[src/rtl/fifo_sync_pkg.sv]
// Shared defaults, depth helper and pointer/count typedefs for fifo_sync.
package fifo_sync_pkg;

  localparam int DEF_DSIZE = 8;
  localparam int DEF_ASIZE = 4;

  typedef logic [DEF_ASIZE:0] ptr_t;
  typedef logic [DEF_ASIZE:0] cnt_t;

  function automatic int fifo_depth(input int asize);
    return 1 << asize;
  endfunction

endpackage

[src/rtl/fifo_sync_mem.sv]
// Simple dual-port RAM for fifo_sync; the read port is combinational when
// FIFO_SYNC_FWFT_EN is defined and a registered (1-cycle) port otherwise.
module fifo_sync_mem
  import fifo_sync_pkg::*;
#(
  parameter int DSIZE = DEF_DSIZE,
  parameter int ASIZE = DEF_ASIZE
) (
  input  logic             clk,
  input  logic             rst,
  input  logic             we,
  input  logic [ASIZE-1:0] waddr,
  input  logic [DSIZE-1:0] wdata,
  input  logic             re,
  input  logic [ASIZE-1:0] raddr,
  output logic [DSIZE-1:0] rdata
);

  localparam int DEPTH = fifo_depth(ASIZE);

  logic [DSIZE-1:0] mem_q [DEPTH];

  always_ff @(posedge clk) begin
    if (we) mem_q[waddr] <= wdata;
  end

`ifdef FIFO_SYNC_FWFT_EN
  // Head word is always on the output; reset and read-enable have no role here.
  logic unused_fwft;
  assign unused_fwft = rst ^ re;
  assign rdata       = mem_q[raddr];
`else
  logic [DSIZE-1:0] rdata_q;
  logic [DSIZE-1:0] rdata_d;

  always_comb begin
    rdata_d = rdata_q;
    if (re) rdata_d = mem_q[raddr];
  end

  always_ff @(posedge clk or posedge rst) begin
    if (rst) rdata_q <= '0;
    else     rdata_q <= rdata_d;
  end

  assign rdata = rdata_q;
`endif

endmodule

[src/rtl/fifo_sync.sv]
// Single-clock FIFO with occupancy count, almost flags, sticky error flags
// and synchronous flush. Define FIFO_SYNC_FWFT_EN for first-word fall-through.
module fifo_sync
  import fifo_sync_pkg::*;
#(
  parameter int DSIZE     = DEF_DSIZE,
  parameter int ASIZE     = DEF_ASIZE,
  parameter int AFULL_TH  = 12,
  parameter int AEMPTY_TH = 2
) (
  input  logic             clk,
  input  logic             rst,
  input  logic             clr,
  input  logic [DSIZE-1:0] wdata,
  input  logic             winc,
  output logic             wfull,
  input  logic             rinc,
  output logic [DSIZE-1:0] rdata,
  output logic             rempty,
  output logic [ASIZE:0]   count,
  output logic             almost_full,
  output logic             almost_empty,
  output logic             overflow,
  output logic             underflow
);

  localparam int             DEPTH    = fifo_depth(ASIZE);
  localparam logic [ASIZE:0] DEPTH_C  = (ASIZE+1)'(DEPTH);
  localparam logic [ASIZE:0] AFULL_C  = (ASIZE+1)'(AFULL_TH);
  localparam logic [ASIZE:0] AEMPTY_C = (ASIZE+1)'(AEMPTY_TH);

  if (AFULL_TH < 1 || AFULL_TH > DEPTH) begin : g_afull_range
    $error("fifo_sync: AFULL_TH=%0d outside 1..%0d", AFULL_TH, DEPTH);
  end
  if (AEMPTY_TH < 0 || AEMPTY_TH > DEPTH - 1) begin : g_aempty_range
    $error("fifo_sync: AEMPTY_TH=%0d outside 0..%0d", AEMPTY_TH, DEPTH - 1);
  end

  logic [ASIZE:0] wptr_q, wptr_d, rptr_q, rptr_d, count_q, count_d;
  logic wfull_q, wfull_d, rempty_q, rempty_d;
  logic afull_q, afull_d, aempty_q, aempty_d;
  logic ovf_q, ovf_d, udf_q, udf_d;
  logic wr_acc, rd_acc, mem_we, mem_re;

  always_comb begin
    wr_acc  = winc & ~wfull_q;
    rd_acc  = rinc & ~rempty_q;
    mem_we  = wr_acc & ~clr;
    mem_re  = rd_acc & ~clr;
    wptr_d  = wptr_q;
    rptr_d  = rptr_q;
    count_d = count_q;
    ovf_d   = ovf_q;
    udf_d   = udf_q;
    if (clr) begin
      wptr_d  = '0;
      rptr_d  = '0;
      count_d = '0;
      ovf_d   = 1'b0;
      udf_d   = 1'b0;
    end else begin
      wptr_d  = wptr_q + (ASIZE+1)'(wr_acc);
      rptr_d  = rptr_q + (ASIZE+1)'(rd_acc);
      count_d = count_q + (ASIZE+1)'(wr_acc) - (ASIZE+1)'(rd_acc);
      ovf_d   = ovf_q | (winc & wfull_q);
      udf_d   = udf_q | (rinc & rempty_q);
    end
    // Flags follow the next occupancy so they are valid right after the edge.
    wfull_d  = (count_d == DEPTH_C);
    rempty_d = (count_d == '0);
    afull_d  = (count_d >= AFULL_C);
    aempty_d = (count_d <= AEMPTY_C);
  end

  always_ff @(posedge clk or posedge rst) begin
    if (rst) begin
      wptr_q   <= '0;
      rptr_q   <= '0;
      count_q  <= '0;
      wfull_q  <= 1'b0;
      rempty_q <= 1'b1;
      afull_q  <= 1'b0;
      aempty_q <= 1'b1;
      ovf_q    <= 1'b0;
      udf_q    <= 1'b0;
    end else begin
      wptr_q   <= wptr_d;
      rptr_q   <= rptr_d;
      count_q  <= count_d;
      wfull_q  <= wfull_d;
      rempty_q <= rempty_d;
      afull_q  <= afull_d;
      aempty_q <= aempty_d;
      ovf_q    <= ovf_d;
      udf_q    <= udf_d;
    end
  end

  // Pointer MSBs only carry the wrap; occupancy is tracked by count_q.
  logic unused_ptr_msb;
  assign unused_ptr_msb = wptr_q[ASIZE] ^ rptr_q[ASIZE];

  fifo_sync_mem #(
    .DSIZE (DSIZE),
    .ASIZE (ASIZE)
  ) u_mem (
    .clk   (clk),
    .rst   (rst),
    .we    (mem_we),
    .waddr (wptr_q[ASIZE-1:0]),
    .wdata (wdata),
    .re    (mem_re),
    .raddr (rptr_q[ASIZE-1:0]),
    .rdata (rdata)
  );

  assign wfull        = wfull_q;
  assign rempty       = rempty_q;
  assign count        = count_q;
  assign almost_full  = afull_q;
  assign almost_empty = aempty_q;
  assign overflow     = ovf_q;
  assign underflow    = udf_q;

endmodule

[config.mk]
export PLATFORM = sky130hd
export DESIGN_NAME = fifo_sync
export DESIGN_NICKNAME = d
export VERILOG_FILES = /design/src/rtl/fifo_sync_pkg.sv /design/src/rtl/fifo_sync_mem.sv /design/src/rtl/fifo_sync.sv
export SDC_FILE = /design/constraint.sdc
export NUM_CORES = 1
export LEC_CHECK = 0
export BUFFER_PORTS_ARGS = -buffer_cell sky130_fd_sc_hd__buf_2
export CORE_MARGIN = 5
export CORE_UTILIZATION = 55
export DETAILED_ROUTE_END_ITERATION = 7
export HOLD_SLACK_MARGIN = 0.12
export PLACE_DENSITY = 0.73
export REMOVE_ABC_BUFFERS = 1
export SLEW_MARGIN = 10
export SYNTH_ARGS = -nofsm -noshare
export SYNTH_HDL_FRONTEND = slang
export SYNTH_HIERARCHICAL = 1
export SYNTH_SLANG_ARGS = --single-unit
[constraint.sdc]
create_clock -name clk -period 3.72 [get_ports clk]
set_clock_uncertainty 0.05 [all_clocks]
set_input_delay 0.558 -clock clk [delete_from_list [all_inputs] [get_ports clk]]
set_output_delay 0.558 -clock clk [all_outputs]
set_load 0.01 [all_outputs]
==> results of run 1 <==
worst max-delay path by stage:
stage,startpoint,to,slack (ns)
after floorplan,rinc,almost_empty$_DFF_PP1_,1.28
after global placement,rinc,almost_empty$_DFF_PP1_,1.07
after detailed placement,rinc,almost_empty$_DFF_PP1_,1.02
after CTS,rempty$_DFF_PP1_,almost_empty$_DFF_PP1_,1.22
after global routing,rempty$_DFF_PP1_,almost_empty$_DFF_PP1_,1.06
final,rempty$_DFF_PP1_,almost_empty$_DFF_PP1_,1.20
what timing repair did:
item | 4_1_cts | 5_1_grt
hold buffers | 1 | 0
gates resized for setup | 0 | 0
hold endpoints to repair | 8 | 0
buffers inserted | 0 | 0
critical path: stages, from the launching register on:
cell and delay [ns]:
dfstp_2 0.54, nor2b_1 0.07, ha_1 0.29, inv_1 0.04, ha_1 0.20, fa_1 0.41, a21o_1 0.18, a21oi_2 0.14
xnor2_1 0.26, a41o_2 0.27
cell type report:
class / instances / share of cell area (%)
flip-flops and latches: 155 / 62.70
multi-input cells: 142 / 21.69
well taps: 143 / 2.481
inverters: 9 / 0.4684
clock inverters: 12 / 3.383
repair buffers: 41 / 3.227
clock buffers: 20 / 6.055
sequential cells by signal, summed over array words and instances (netlist names):
register and cells:
u_mem/mem_q 128, u_mem/rdata 8, count 5, rptr_q 4, wptr_q 4, almost_empty 1, almost_full 1, overflow 1
rempty 1, underflow 1, wfull 1
per-stage QoR:
step | hold WS [ns] | utilization (%) | cells
after floorplan | 0.3237 | - | 306
after global placement | 0.4283 | 57.85 | 489
after detailed placement | 0.4365 | 57.85 | 489
after CTS | 0.3351 | 63.98 | 522
after global routing | 0.3721 | 63.98 | 522
final | 0.3519 | 63.98 | 522
power breakdown:
| part | switching, mW | internal, mW | leakage (nW) | total [mW] |
|---|---|---|---|---|
| clock network | 0.643 | 1.33 | 0.325 | 1.97 |
| logic | 0.417 | 0.346 | 0.717 | 0.763 |
| registers | 0.0995 | 2.01 | 1.49 | 2.11 |
| total | 1.16 | 3.68 | 2.53 | 4.84 |
routing by layer:
layer	global-route usage, %	up-vias	share of wire [%]
met5	0	-	0
met4	8.028	0	0.95
met3	4.922	9	6.3
met2	29.71	101	51
met1	24.59	1631	42
li1	-	1370	-
cell families after synthesis:
| kind of cell | share of synthesized area (%) |
|---|---|
| flip-flops | 72.28 |
| multiplexers | 13.16 |
| AO/OA/AOI/OAI | 3.940 |
| adder cells (fa/ha/maj) | 2.120 |
| AND/OR/NAND/NOR | 4.660 |
| buffers and inverters | 2.720 |
| XOR/XNOR | 1.120 |
layout by cell type, fill, tap and decap left out, types with 2 or more instances in the layout:
cell type,count
edfxtp_1,128
buf_2,31
nor2_1,30
mux4_2,26
dfrtp_1,25
clkbuf_16,17
inv_1,9
ha_1,9
buf_4,9
nor2b_1,8
o22ai_1,8
mux2i_1,8
a221oi_2,8
bufinv_16,7
mux4_1,6
xor2_1,4
xnor2_1,4
nand2b_1,4
nor3_1,4
nand3_1,3
nand2_1,3
clkbuf_1,3
a21o_1,2
a21oi_2,2
or2_2,2
a21oi_1,2
dfstp_2,2
clkinv_2,2
clkinvlp_4,2
nand3b_1,2
==> flow_metrics.env, run 1 <==
export IMPL_status="finished clean"
export IMPL_fin_tns_setup_ns=0
export IMPL_root_buffer="clkbuf_16"
export IMPL_finalSetupViolations=0
export IMPL_regArea_sq_um=4522
export IMPL_track_usage_pct=18.66
export IMPL_timing_slew_headroom_pct=38.65
export IMPL_max_freq_mhz=397.4
export IMPL_cts_sink_count=155
export IMPL_grt_pass1_vias=3317
export IMPL_period_share_pct=67.65
export IMPL_r2r_cells=9
export IMPL_ys_seq_elements=155
export IMPL_synthDistinctLibCells=36
export IMPL_portBuffers=31
export IMPL_crit_type="register to register"
export IMPL_diodes=0
export IMPL_cp_max_fo=5
export IMPL_worstReg2RegStart="rempty$_DFF_PP1_"
export IMPL_worstSetupStartpointType="register"
export IMPL_syn_area_sq_um=6256
export IMPL_ys_top_cells_by_area="edfxtp_1 61%, dfrtp_1 10%, mux4_2 9.4%"
export IMPL_synthCells=322
export IMPL_dp_hpwl_um=7501
export IMPL_yosysMostFrequentCell="edfxtp_1"
export IMPL_syn_avg_cell_area_sq_um=19.43
export IMPL_cp_end_kind="register"
export IMPL_antenna_left=0
export IMPL_worstHoldStart="rinc"
export IMPL_num_vias=3111
export IMPL_place_area_sq_um=6521
export IMPL_grt_pass1_wl_um=18090
export IMPL_synth_edf_count=128
export IMPL_ys_warn_count=6
export IMPL_start_util_pct=55.50
export IMPL_grt_overflow=0
export IMPL_routedWlPerCell_um=22.09
export IMPL_die_area_sq_um=13610
export IMPL_layout_setup_ws_ns=1.203
export IMPL_syn_to_final_growth_pct=15.28
export IMPL_htree_num_levels=4
export IMPL_multiInputGateArea_sq_um=1564
export IMPL_die_y_um=116.7
export IMPL_remaining_drc_errors=0
export IMPL_yosysTopAreaCell="edfxtp_1"
export IMPL_hold_viol=0
export IMPL_drive_gt1_share_pct=29.82
export IMPL_firstDrtPassIters=4
export IMPL_io_pins=32
export IMPL_ys_async_sr_fraction_pct=17.42
export IMPL_p_leak_nw=2.530
export IMPL_die_x_um=116.7
export IMPL_tritoncts_num_buffers=17
export IMPL_grt_max_degree=23
export IMPL_ys_flop_type="edfxtp_1"
export IMPL_via_per_inst=5.960
export IMPL_design_area_sq_um=7212
export IMPL_hold_depth=3
export IMPL_clk_latency_ns=0.42
export IMPL_slew_viol_final=0
export IMPL_path_clk_slew_ns=0.06
export IMPL_synth_top_area_share_pct=61.44
export IMPL_r2r_slack_ns=1.20
export IMPL_drtIter0Drc=317
export IMPL_worst_hold_path_type="primary input to register"
export IMPL_grt_setup_unrepaired="no"
export IMPL_core_sq_um=11270
export IMPL_final_nets=389
export IMPL_fillers=756
export IMPL_wl_um=11530
export IMPL_ir_drop_mv=0.4643
export IMPL_synth_seq_area_share_pct=72.28
export IMPL_place_gp_congestion=0.7673
export IMPL_yosys_top_cells_count="128 x edfxtp_1, 30 x nor2_1, 26 x mux4_2, 25 x dfrtp_1"
export IMPL_cts_tree="built"
export IMPL_min_to="underflow$_DFF_PP0_"
export IMPL_worstMarginPinSlew_ns=0.9169
export IMPL_worstPathRequired_ns=4.03
export IMPL_antenna_found_initial=0
export IMPL_cap_violations=0
export IMPL_cts_path_max_buffers=2
export IMPL_r2r_end="almost_empty$_DFF_PP1_"
export IMPL_row_count=39
export IMPL_cp_arrival_ns=2.82
export IMPL_power_density_nw_per_um2=671.6
export IMPL_power_mw=4.844
export IMPL_place_ws_ns=1.022
export IMPL_min_period_ns=2.517
(Power assumes the default switching activity.)
==> inputs of run 2 (changes only) <==
PLACE_DENSITY = 0.76   (was 0.73)
clock period = 2 ns   (was 3.72 ns; I/O delays follow)
==> flow_metrics.env, run 2 (same netlist as run 1, synthesis figures left out) <==
export IMPL_die_x_um=116.7
export IMPL_path_clk_slew_ns=0.06
export IMPL_remaining_drc_errors=0
export IMPL_crit_start="rempty$_DFF_PP1_"
export IMPL_slew_viol_final=0
export IMPL_grt_pass1_vias=3387
export IMPL_worstSetupStartpointType="register"
export IMPL_grt_max_degree=25
export IMPL_fillers=731
export IMPL_min_period_ns=2.313
export IMPL_portBuffers=31
export IMPL_power_density_nw_per_um2=1189
export IMPL_drtIter0Drc=221
export IMPL_drive_gt1_share_pct=37.10
export IMPL_worstMarginPinSlew_ns=0.7423
export IMPL_die_y_um=116.7
export IMPL_via_per_inst=5.720
export IMPL_top_register="u_mem/mem_q"
export IMPL_antenna_found_initial=0
export IMPL_worstReg2RegStart="rempty$_DFF_PP1_"
export IMPL_slowest_stage="dfstp_2"
export IMPL_period_share_pct=115.6
export IMPL_dp_cells=510
export IMPL_place_area_sq_um=6704
export IMPL_cts_path_max_buffers=2
export IMPL_routedWlPerCell_um=21.61
export IMPL_grt_met2_usage_pct=32.34
export IMPL_cpPeakStageDelay_ns=0.56
export IMPL_cp_max_fo=5
export IMPL_grt_pass1_wl_um=18710
export IMPL_mostFrequentLayoutCells="128 x edfxtp_1, 32 x buf_4, 31 x buf_2, 29 x nor2_1, 26 x mux4_2"
export IMPL_layout_setup_ws_ns=-0.3127
export IMPL_cp_cell_sequence="nor2b_4 > ha_4 > inv_2 > ha_4 > fa_2 > a21o_1 > a21oi_2 > xnor2_2 > nor4b_2"
export IMPL_tritoncts_num_buffers=17
export IMPL_die_area_sq_um=13610
export IMPL_instances_no_fill=550
export IMPL_clk_latency_ns=0.42
export IMPL_cp_end_kind="register"
export IMPL_row_count=39
export IMPL_root_buffer="clkbuf_16"
export IMPL_wl_um=11890
export IMPL_worstPathRequired_ns=2.27
export IMPL_place_gp_congestion=0.7899
export IMPL_syn_to_final_growth_pct=19.04
export IMPL_p_leak_nw=2.659
export IMPL_crit_type="register to register"
export IMPL_firstDrtPassIters=4
export IMPL_grt_use_met1_pct=25.35
export IMPL_max_freq_mhz=432.4
export IMPL_grt_setup_unrepaired="yes"
export IMPL_violations="negative setup slack"
export IMPL_worst_hold_path_type="primary input to register"
export IMPL_cts_tree="built"
export IMPL_crit_family="adder cells"
export IMPL_mostFrequentLayoutCell="edfxtp_1"
export IMPL_grt_met3_usage_pct=5.596
export IMPL_status="complete, but fails checks"
export IMPL_io_pins=32
export IMPL_htree_num_levels=4
export IMPL_dp_hpwl_um=7361
export IMPL_grt_busiest_layer="met2"
export IMPL_hold_viol=0
export IMPL_worstHoldStart="wdata[1]"
export IMPL_design_area_sq_um=7447
export IMPL_antenna_left=0
export IMPL_core_sq_um=11270
export IMPL_num_vias=3146
export IMPL_cts_sink_count=155
export IMPL_ir_drop_mv=0.9355
export IMPL_timing_slew_headroom_pct=50.46
export IMPL_crit_top_cell="ha_4"
export IMPL_final_nets=417
export IMPL_finalSetupViolations=7
export IMPL_largest_reg_flops=128
export IMPL_start_util_pct=55.50
export IMPL_grt_overflow=0
export IMPL_cp_buffers_inverters=1
export IMPL_cap_violations=0
export IMPL_diodes=0
export IMPL_track_usage_pct=19.39
export IMPL_cp_arrival_ns=2.58
==> run 2: per-stage QoR <==
stage	total power [mW]	hold WS [ns]	setup TNS [ns]	utilization, %	setup slack [ns]
6_report	8.857	0.2245	-1.641	66.07	-0.3127
5_1_grt	9.265	0.2189	-2.056	66.07	-0.3850
4_1_cts	8.788	0.2155	-1.501	65.51	-0.2972
3_5_place_dp	5.510	0.2484	-2.394	59.47	-0.4174
3_3_place_gp	5.463	0.2409	-2.021	59.47	-0.3723
2_1_floorplan	4.919	0.06566	-7.194	-	-0.3583
==> run 2: worst reg2reg max path: stages (launching register included) <==
cell     delay [ns]
dfstp_2        0.56
nor2b_4        0.06
ha_4           0.25
inv_2          0.04
ha_4           0.15
fa_2           0.35
a21o_1         0.17
a21oi_2        0.18
xnor2_2        0.14
nor4b_2        0.27
==> run 2: path summary, 6_finish.rpt <==
path                                          endpoint  slack, ns  cells past startpoint
max in group asynchronous          rptr_q[3]$_DFF_PP0_       0.89                      3
max reg2reg                            wfull$_DFF_PP0_      -0.31                      9
min in group asynchronous   u_mem/rdata[7]$_DFFE_PP0P_       0.38                      3
min reg2reg                         overflow$_DFF_PP0_       0.46                      2
max                                    wfull$_DFF_PP0_      -0.31                      9
min                        u_mem/mem_q[9][1]$_DFFE_PP_       0.22                      1
==> run 2: report_power, final <==
part / internal, mW / leakage [nW] / total, mW / switching, mW
clock: 1.94 / 0.283 / 3.12 / 1.18
sequential: 3.74 / 1.49 / 3.91 / 0.163
combinational: 0.907 / 0.888 / 1.83 / 0.922
==> run 2: final cells by class <==
class	instances	area, sq um	share of cell area, %
sequential	155	4522	60.72
tap	143	178.9	2.403
clock buffer	22	474.2	6.368
clock inverter	10	115.1	1.546
timing repair buffer	69	476.7	6.401
multi-input combinational	142	1647	22.11
inverter	9	33.78	0.4536
==> run 2: what timing repair did <==
item | in CTS | in global routing
setup endpoints to repair | 14 | 11
hold buffers | 3 | 0
endpoints found under the hold margin | 27 | 0
gates resized for setup | 9 | 8
buffers inserted | 2 | 3
pin swaps | 9 | 12
==> run 2: metal layers <==
metal	share of wire, %	wire length (um)	up-vias
met4	0.94	112	0
li1	-	-	1422
met3	6.8	812	10
met1	41	4875	1609
met2	51	6088	105
met5	0	0	-
